<file path="src/rtl/load_store_unit.sv">
`default_nettype none
// load_store_unit: byte/half/word load-store sequencer in front of a word-wide data memory.
// Sub-word stores use read-modify-write; faults finish in one cycle without touching memory.
module load_store_unit (
  input  logic        CLK,
  input  logic        RST,
  input  logic        Req,
  input  logic        WE,
  input  logic [2:0]  Funct3,
  input  logic [31:0] Addr,
  input  logic [31:0] Store_Data,
  output logic        Busy,
  output logic        Done,
  output logic [31:0] Load_Data,
  output logic        Misaligned,
  output logic [31:0] Mem_Address,
  output logic [31:0] Mem_WD,
  output logic        Mem_Write,
  input  logic [31:0] Mem_RD
);

  typedef enum logic [1:0] {
    IDLE  = 2'd0,
    READ  = 2'd1,
    WRITE = 2'd2,
    DONE  = 2'd3
  } state_t;

  state_t      state_q, state_d;
  logic        we_q, we_d;
  logic [2:0]  funct3_q, funct3_d;
  logic [1:0]  off_q, off_d;
  logic [15:0] sdata_q, sdata_d;
  logic [31:0] load_data_q, load_data_d;
  logic        mis_q, mis_d;
  logic [31:0] mem_addr_q, mem_addr_d;
  logic [31:0] mem_wd_q, mem_wd_d;
  logic        busy_q, busy_d;
  logic        done_q, done_d;
  logic        mem_write_q, mem_write_d;

  logic        req_illegal, req_misal;
  logic [7:0]  rd_byte;
  logic [15:0] rd_half;
  logic [31:0] ld_ext, st_merge;

  assign req_illegal = (Funct3 == 3'b011) || (Funct3[2:1] == 2'b11) || (WE && Funct3[2]);
  assign req_misal   = ((Funct3[1:0] == 2'b01) && Addr[0]) ||
                       ((Funct3 == 3'b010) && (Addr[1:0] != 2'b00));

  // Lane extraction for loads and lane merge for sub-word stores.
  always_comb begin
    case (off_q)
      2'd0:    rd_byte = Mem_RD[7:0];
      2'd1:    rd_byte = Mem_RD[15:8];
      2'd2:    rd_byte = Mem_RD[23:16];
      default: rd_byte = Mem_RD[31:24];
    endcase
    rd_half = off_q[1] ? Mem_RD[31:16] : Mem_RD[15:0];
    case (funct3_q)
      3'b000:  ld_ext = {{24{rd_byte[7]}}, rd_byte};
      3'b001:  ld_ext = {{16{rd_half[15]}}, rd_half};
      3'b100:  ld_ext = {24'd0, rd_byte};
      3'b101:  ld_ext = {16'd0, rd_half};
      default: ld_ext = Mem_RD;
    endcase
    st_merge = Mem_RD;
    if (funct3_q[0]) begin
      if (off_q[1]) st_merge[31:16] = sdata_q;
      else          st_merge[15:0]  = sdata_q;
    end else begin
      case (off_q)
        2'd0:    st_merge[7:0]   = sdata_q[7:0];
        2'd1:    st_merge[15:8]  = sdata_q[7:0];
        2'd2:    st_merge[23:16] = sdata_q[7:0];
        default: st_merge[31:24] = sdata_q[7:0];
      endcase
    end
  end

  always_comb begin
    state_d     = state_q;
    we_d        = we_q;
    funct3_d    = funct3_q;
    off_d       = off_q;
    sdata_d     = sdata_q;
    load_data_d = load_data_q;
    mis_d       = mis_q;
    mem_addr_d  = mem_addr_q;
    mem_wd_d    = mem_wd_q;
    case (state_q)
      IDLE: begin
        if (Req) begin
          we_d       = WE;
          funct3_d   = Funct3;
          off_d      = Addr[1:0];
          sdata_d    = Store_Data[15:0];
          mem_addr_d = {Addr[31:2], 2'b00};
          if (req_illegal || req_misal) begin
            state_d     = DONE;
            load_data_d = 32'd0;
            mis_d       = req_misal && !req_illegal;
          end else begin
            mis_d = 1'b0;
            if (WE && (Funct3 == 3'b010)) begin
              state_d  = WRITE;
              mem_wd_d = Store_Data;
            end else begin
              state_d = READ;
            end
          end
        end
      end
      READ: begin
        if (we_q) begin
          mem_wd_d = st_merge;
          state_d  = WRITE;
        end else begin
          load_data_d = ld_ext;
          state_d     = DONE;
        end
      end
      WRITE:   state_d = DONE;
      default: state_d = IDLE;
    endcase
    // Status outputs are registered from the state being entered.
    busy_d      = (state_d != IDLE);
    done_d      = (state_d == DONE);
    mem_write_d = (state_d == WRITE);
  end

  always_ff @(posedge CLK) begin
    if (RST) begin
      state_q     <= IDLE;
      we_q        <= 1'b0;
      funct3_q    <= 3'd0;
      off_q       <= 2'd0;
      sdata_q     <= 16'd0;
      load_data_q <= 32'd0;
      mis_q       <= 1'b0;
      mem_addr_q  <= 32'd0;
      mem_wd_q    <= 32'd0;
      busy_q      <= 1'b0;
      done_q      <= 1'b0;
      mem_write_q <= 1'b0;
    end else begin
      state_q     <= state_d;
      we_q        <= we_d;
      funct3_q    <= funct3_d;
      off_q       <= off_d;
      sdata_q     <= sdata_d;
      load_data_q <= load_data_d;
      mis_q       <= mis_d;
      mem_addr_q  <= mem_addr_d;
      mem_wd_q    <= mem_wd_d;
      busy_q      <= busy_d;
      done_q      <= done_d;
      mem_write_q <= mem_write_d;
    end
  end

  assign Busy        = busy_q;
  assign Done        = done_q;
  assign Load_Data   = load_data_q;
  assign Misaligned  = mis_q;
  assign Mem_Address = mem_addr_q;
  assign Mem_WD      = mem_wd_q;
  assign Mem_Write   = mem_write_q;

endmodule
`default_nettype wire

</file>
<file path="config.mk">
export PLATFORM = sky130hd
export DESIGN_NAME = load_store_unit
export DESIGN_NICKNAME = d
export VERILOG_FILES = /design/src/rtl/load_store_unit.sv
export SDC_FILE = /design/constraint.sdc
export NUM_CORES = 1
export LEC_CHECK = 0
export CORE_UTILIZATION = 46
export DETAILED_ROUTE_END_ITERATION = 12
export PLACE_DENSITY = 0.88
export SETUP_SLACK_MARGIN = 0.02
export SYNTH_ARGS = -nofsm -noshare
export SYNTH_HDL_FRONTEND = slang
export SYNTH_SLANG_ARGS = --single-unit
</file>
<file path="constraint.sdc">
create_clock -name CLK -period 2.9 [get_ports CLK]
set_input_delay 0.87 -clock CLK [delete_from_list [all_inputs] [get_ports CLK]]
set_output_delay 0.87 -clock CLK [all_outputs]
set_load 0.05 [all_outputs]
</file>
Word level (Yosys, flattened, before mapping)
Cells that the tools add are included.
{ "word_totals": {"inputBits": 103, "elab_cells": 76, "ff_bits": 122, "output_inout_bits": 100} }
{ "classes": {"eq_ne": 19, "reduce_logical": 20, "muxes": 25} }
{ "ops": {"columns": ["op", "count"], "rows": [
  ["2-to-1 mux 32 bit", 8],
  ["case mux 32 bit (2 select lines)", 2],
  ["case mux 32 bit (4 select lines)", 1],
  ["2-to-1 mux 16 bit", 3],
  ["2-to-1 mux 8 bit", 4],
  ["case mux 8 bit (3 select lines)", 1],
  ["inequality test 2 bit (second input constant)", 6],
  ["== test 2 bit (second input constant)", 5],
  ["== test 2 x 1 -> 1 bit (second input constant)", 3],
  ["== test 3 x 2 -> 1 bit (second input constant)", 2],
  ["== test 3 bit (second input constant)", 2],
  ["2-to-1 mux 2 bit", 3],
  ["case mux 2 bit (3 select lines)", 1],
  ["nonzero test 2 bit", 3],
  ["logical AND 1 bit", 5],
  ["AND reduction 5 bit", 1],
  ["logical NOT 2 bit", 2],
  ["logical OR 1 bit", 4],
  ["AND reduction 4 bit", 1],
  ["== test 3 x 1 -> 1 bit (second input constant)", 1],
  ["logical NOT 3 bit", 1],
  ["OR reduction 3 bit", 1],
  ["2-to-1 mux 1 bit", 2],
  ["AND reduction 2 bit", 1],
  ["logical NOT 1 bit", 1]
]} }

Longest topological paths before layout
{ "depth": {"depth_word": 8, "depth_mapped": 9, "mapped_depth_nobuf": 6} }

Least setup slack after synthesis
OpenSTA, ideal clock, no wires.
{ "synth_path": {"kind": "input -> register", "startpoint": "input port Addr[0]", "endpoint": "register mem_wd_q[27], in the netlist Mem_WD[27]", "path_slack_ps": 324, "cell_stages": 7, "required_time_ps": 2766, "t_arrival_ps": 2442, "cell_sequence": "or4_4 buf_6 or4_4 buf_6 buf_6 o22ai_2 a211oi_1"} }
{ "synth_between": {"elab_chain_cells": 6} }
{ "synth_lines": {"columns": ["element", "line", "source"], "rows": [
  ["from (decl)", "10", "input logic [31:0] Addr,"],
  ["nonzero test 2 bit", "49", "((Funct3 == 3'b010) && (Addr[1:0] != 2'b00));"],
  ["logical AND 1 bit", "49", null],
  ["logical OR 1 bit *", "48", "assign req_misal = ((Funct3[1:0] == 2'b01) && Addr[0]) ||"],
  ["logical OR 1 bit *", "99", "if (req_illegal || req_misal) begin"],
  ["inequality test 2 bit (no source line) *", null, null],
  ["AND reduction 5 bit (no source line) *", null, null],
  ["to (signal assigned)", "155", "mem_wd_q <= mem_wd_d;"],
  ["to (decl)", "37", "logic [31:0] mem_wd_q, mem_wd_d;"]
]} }
Every way passes the cells marked *; elsewhere a longest branch is shown, timed or not.
A chain may end at the register's enable or synchronous reset.

Final worst setup path
{ "layout_path": {"startpoint": "input port Addr[0]", "endpoint": "register mem_wd_q[10], in the netlist Mem_WD[10]"} }
The elaborated chain is that of the path after synthesis.

==> flow_summary_export.csv <==
group,metric,value,unit
status,outcome,"finished clean",
worst_setup_path,crit_path_top_delay_cell,"or4_4",
clocking,cts_hold_buf,0,
clocking,cts_setup_buffers,0,
floorplan,pin_count,203,
clocking,clkTransAtPathRegs,50,ps
clocking,clk_latency,410,ps
clocking,tritoncts,"yes",
worst_setup_path,critical_path_class,"in -> reg",
timing,rsz0062_at_grt,"false",
synthesis,synthArstFlopShare,0,
floorplan,die_h,115,um
power_and_ir_drop,power.leakage,0.00308,uW
floorplan,start_util,0.469,
worst_setup_path,crit_path_cell_trace,"clkdlybuf4s50_1, or4_4, or4_4, o22ai_2, a211oi_1",
worst_setup_path,max_stage_delay,650,ps
clocking,cts.path.max_buffers,2,
grt,grt.total_usage,0.286,
grt,grt_pass1_vias,6026,
worst_setup_path,rr_startpoint,"state_q[1]$_SDFF_PP0_",
power_and_ir_drop,p_per_area,1070,nW/um^2
worst_setup_path,crit_arrival,2870,ps
worst_hold_path,min_from,"Mem_Address[21]$_SDFFE_PP0P_",
synthesis,synthDistinctLibCells,49,
placed_design,post-place-cells,1043,
grt,grt_remaining_overflow,0,
routing,firstDrtPassIters,5,
placed_design,dp_hpwl,13.0,mm
power_and_ir_drop,power.total,9290,uW
grt,grt_pass1_wl,29.5,mm
worst_hold_path,hold_end,"Mem_Address[21]$_SDFFE_PP0P_",
routing,routed_wl,18.6,mm
routing,drt_iter0_drc,525,
worst_hold_path,holdPathStages,2,
cells_and_area,drive_gt1_frac,0.104,
routing,drc,0,
job,cap_violations,0,
routing,vias,6127,
timing,fin_crit,2590,ps
worst_setup_path,startpoint_type,"input pin",
synthesis,synth_edf_count,0,
worst_setup_path,endpoint_kind,"register",
power_and_ir_drop,clockPowerShare,0.224,
synthesis,synth-seq-cells,122,
worst_hold_path,holdCritPathClass,"reg -> reg",
grt,grt_max_degree,55,
synthesis,synthCells,710,
clocking,cts_inserted_buffers,17,
worst_setup_path,reg2reg_to,"Mem_WD[10]$_SDFFE_PP0P_",
synthesis,ys.flop_type,"dfxtp_1",
timing,slew_headroom,0.494,
worst_setup_path,r2r.worst_path.cells,6,
worst_setup_path,critPathMaxFanout,16,
worst_setup_path,r2r_slack,580,ps
cells_and_area,instances_no_fill,1074,
routing,ant_nets,0,
cells_and_area,finalNetCount,997,
floorplan,rows,41,
clocking,postCtsResizedCells,0,
timing,setup_viol,0,
grt,antenna_found_initial,0,
routing,viasPerCell,5.70,
clocking,cts_root_buf,"clkbuf_16",
cells_and_area,antennaDiodeCount,0,
power_and_ir_drop,p_seq_frac,0.270,
worst_setup_path,crit_required,3180,ps
cells_and_area,nFillCells,984,
power_and_ir_drop,power.internal,5200,uW
worst_setup_path,path_delay_family,"simple AND/OR/NAND/NOR gates",
power_and_ir_drop,p_sw_frac,0.440,
power_and_ir_drop,vdd.ir_drop.worst,0.000507,V
power_and_ir_drop,p_switching,4090,uW
synthesis,ys_seq_area_frac,0.414,
synthesis,yosys_warnings,0,
placed_design,gp_congestion,0.854,
worst_setup_path,path_common_cell,"or4_4",
floorplan,die_w,115,um
clocking,cts-htree-levels,4,
timing,hold_violations,0,
timing,fmax,386,MHz
timing,skew,8.52,ps
cells_and_area,area_delta_synth_final,46.5,%
timing,tightest_slew,758,ps
synthesis,syn_area,5900,um^2
synthesis,avgSynthCellArea,8.31,um^2
routing,post_drt_wl_per_cell,17.4,um
worst_setup_path,cp_num_buf_inv,1,
floorplan,die_area,13300,um^2
floorplan,coreArea,12600,um^2
timing,period_share,0.893,
timing,slew_violations,0,
power_and_ir_drop,p_comb_frac,0.506,
clocking,clock_sinks,122,
placed_design,io_buffers,200,
==> flip-flops by register name, indices dropped and copies added (netlist names) <==
name         count
Done             1
Busy             1
Load_Data       32
state_q          2
sdata_q         16
we_q             1
Mem_WD          32
Misaligned       1
off_q            2
Mem_Address     30
Mem_Write        1
funct3_q         3
==> power groups by stage <==
stage	clock network [uW]	registers [uW]	logic, uW
6_report	2080	2510	4700
4_1_cts	2100	2510	4680
3_3_place_gp	0	2520	4590
3_5_place_dp	0	2530	4650
2_1_floorplan	0	3850	1760
5_1_grt	2170	2560	4990
==> layout make-up <==
| class | count | area (um^2) | area share |
|---|---|---|---|
| Multi-Input combinational cell | 507 | 3110 | 0.360 |
| Sequential cell | 122 | 2440 | 0.283 |
| Timing Repair Buffer | 226 | 2230 | 0.258 |
| Clock buffer | 23 | 488 | 0.0565 |
| Tap cell | 172 | 215 | 0.0249 |
| Clock inverter | 8 | 92.6 | 0.0107 |
| Inverter | 16 | 60.1 | 0.00695 |
==> per-stage QoR <==
stage / hold slack, ps / setup slack [ps] / instance area [um^2] / setup TNS [ps] / util
after floorplan: 449 / 324 / 5900 / 0 / -
after global placement: 441 / -41.8 / 8060 / -322 / 0.642
after detailed placement: 446 / -83.2 / 8060 / -1100 / 0.642
after CTS: 453 / 324 / 8640 / 0 / 0.688
after global routing: 469 / 281 / 8640 / 0 / 0.688
final: 450 / 310 / 8640 / 0 / 0.688
==> tightest hold or removal path, cell delays in order, from the launching register on <==
cell and delay, ps:
dfxtp_1 300, nand2_1 50, a21oi_1 50
==> Yosys cell counts, drive strengths merged, types with 9 or more instances <==
cell    instances  area, um^2
buf            19         116
a211oi         18         135
o22a           16         140
o311a           9        90.1
nor2           20        75.1
mux2i          15         150
o21ai          38         194
inv            14        52.6
dfxtp         122        2440
nand2         142         533
o221a          16         180
clkbuf         47         176
a21oi          86         430
o22ai          32         263
nand2b         21         131
a22o           24         210
==> worst max path at each step <==
stage | start | endpoint | cells past startpoint
detailed placement | Addr[0] | Mem_WD[24]$_SDFFE_PP0P_ | 5
floorplan | Addr[0] | Mem_WD[27]$_SDFFE_PP0P_ | 7
global placement | Addr[0] | Mem_WD[24]$_SDFFE_PP0P_ | 5
global route | Addr[0] | Mem_WD[13]$_SDFFE_PP0P_ | 5
finish | Addr[0] | Mem_WD[10]$_SDFFE_PP0P_ | 5
CTS | Addr[0] | Mem_WD[10]$_SDFFE_PP0P_ | 5
==> kinds of logic (layout without fill, tap and decap cells) <==
family | Yosys count | after routing | synth area share
AO/OA/AOI/OAI | 281 | 281 | 0.337
adder cells (fa/ha/maj) | 4 | 4 | 0.00848
buffers and inverters | 82 | 273 | 0.0598
flip-flops | 122 | 122 | 0.414
multiplexers | 17 | 17 | 0.0293
other | 1 | 2 | 0.000636
AND/OR/NAND/NOR | 203 | 203 | 0.151
==> per-layer routing <==
layer	vias up	track usage	part of all wire
li1	2936	-	-
met1	2843	0.343	0.41
met2	309	0.462	0.46
met3	39	0.0975	0.096
met4	0	0.130	0.029
met5	-	0	0
==> placed cells by master (no fill, tap or decap), drive strengths merged, types with 3 or more instances in the layout <==
cell type and n:
clkdlybuf4s50 199, nand2 142, dfxtp 122, a21oi 86
o21ai 38, o22ai 32, buf 27, a22o 24
clkbuf 23, nand2b 21, nor2 20, a211oi 18
o22a 16, o221a 16, mux2i 15, inv 14
o311a 9, a22oi 8, o2bb2ai 8, a21boi 8
o32ai 8, clkinv 7, nor2b 5, a31oi 4
ha 4, nand3 3, nor3 3
No activity file was read; power rests on OpenSTA's default activity.
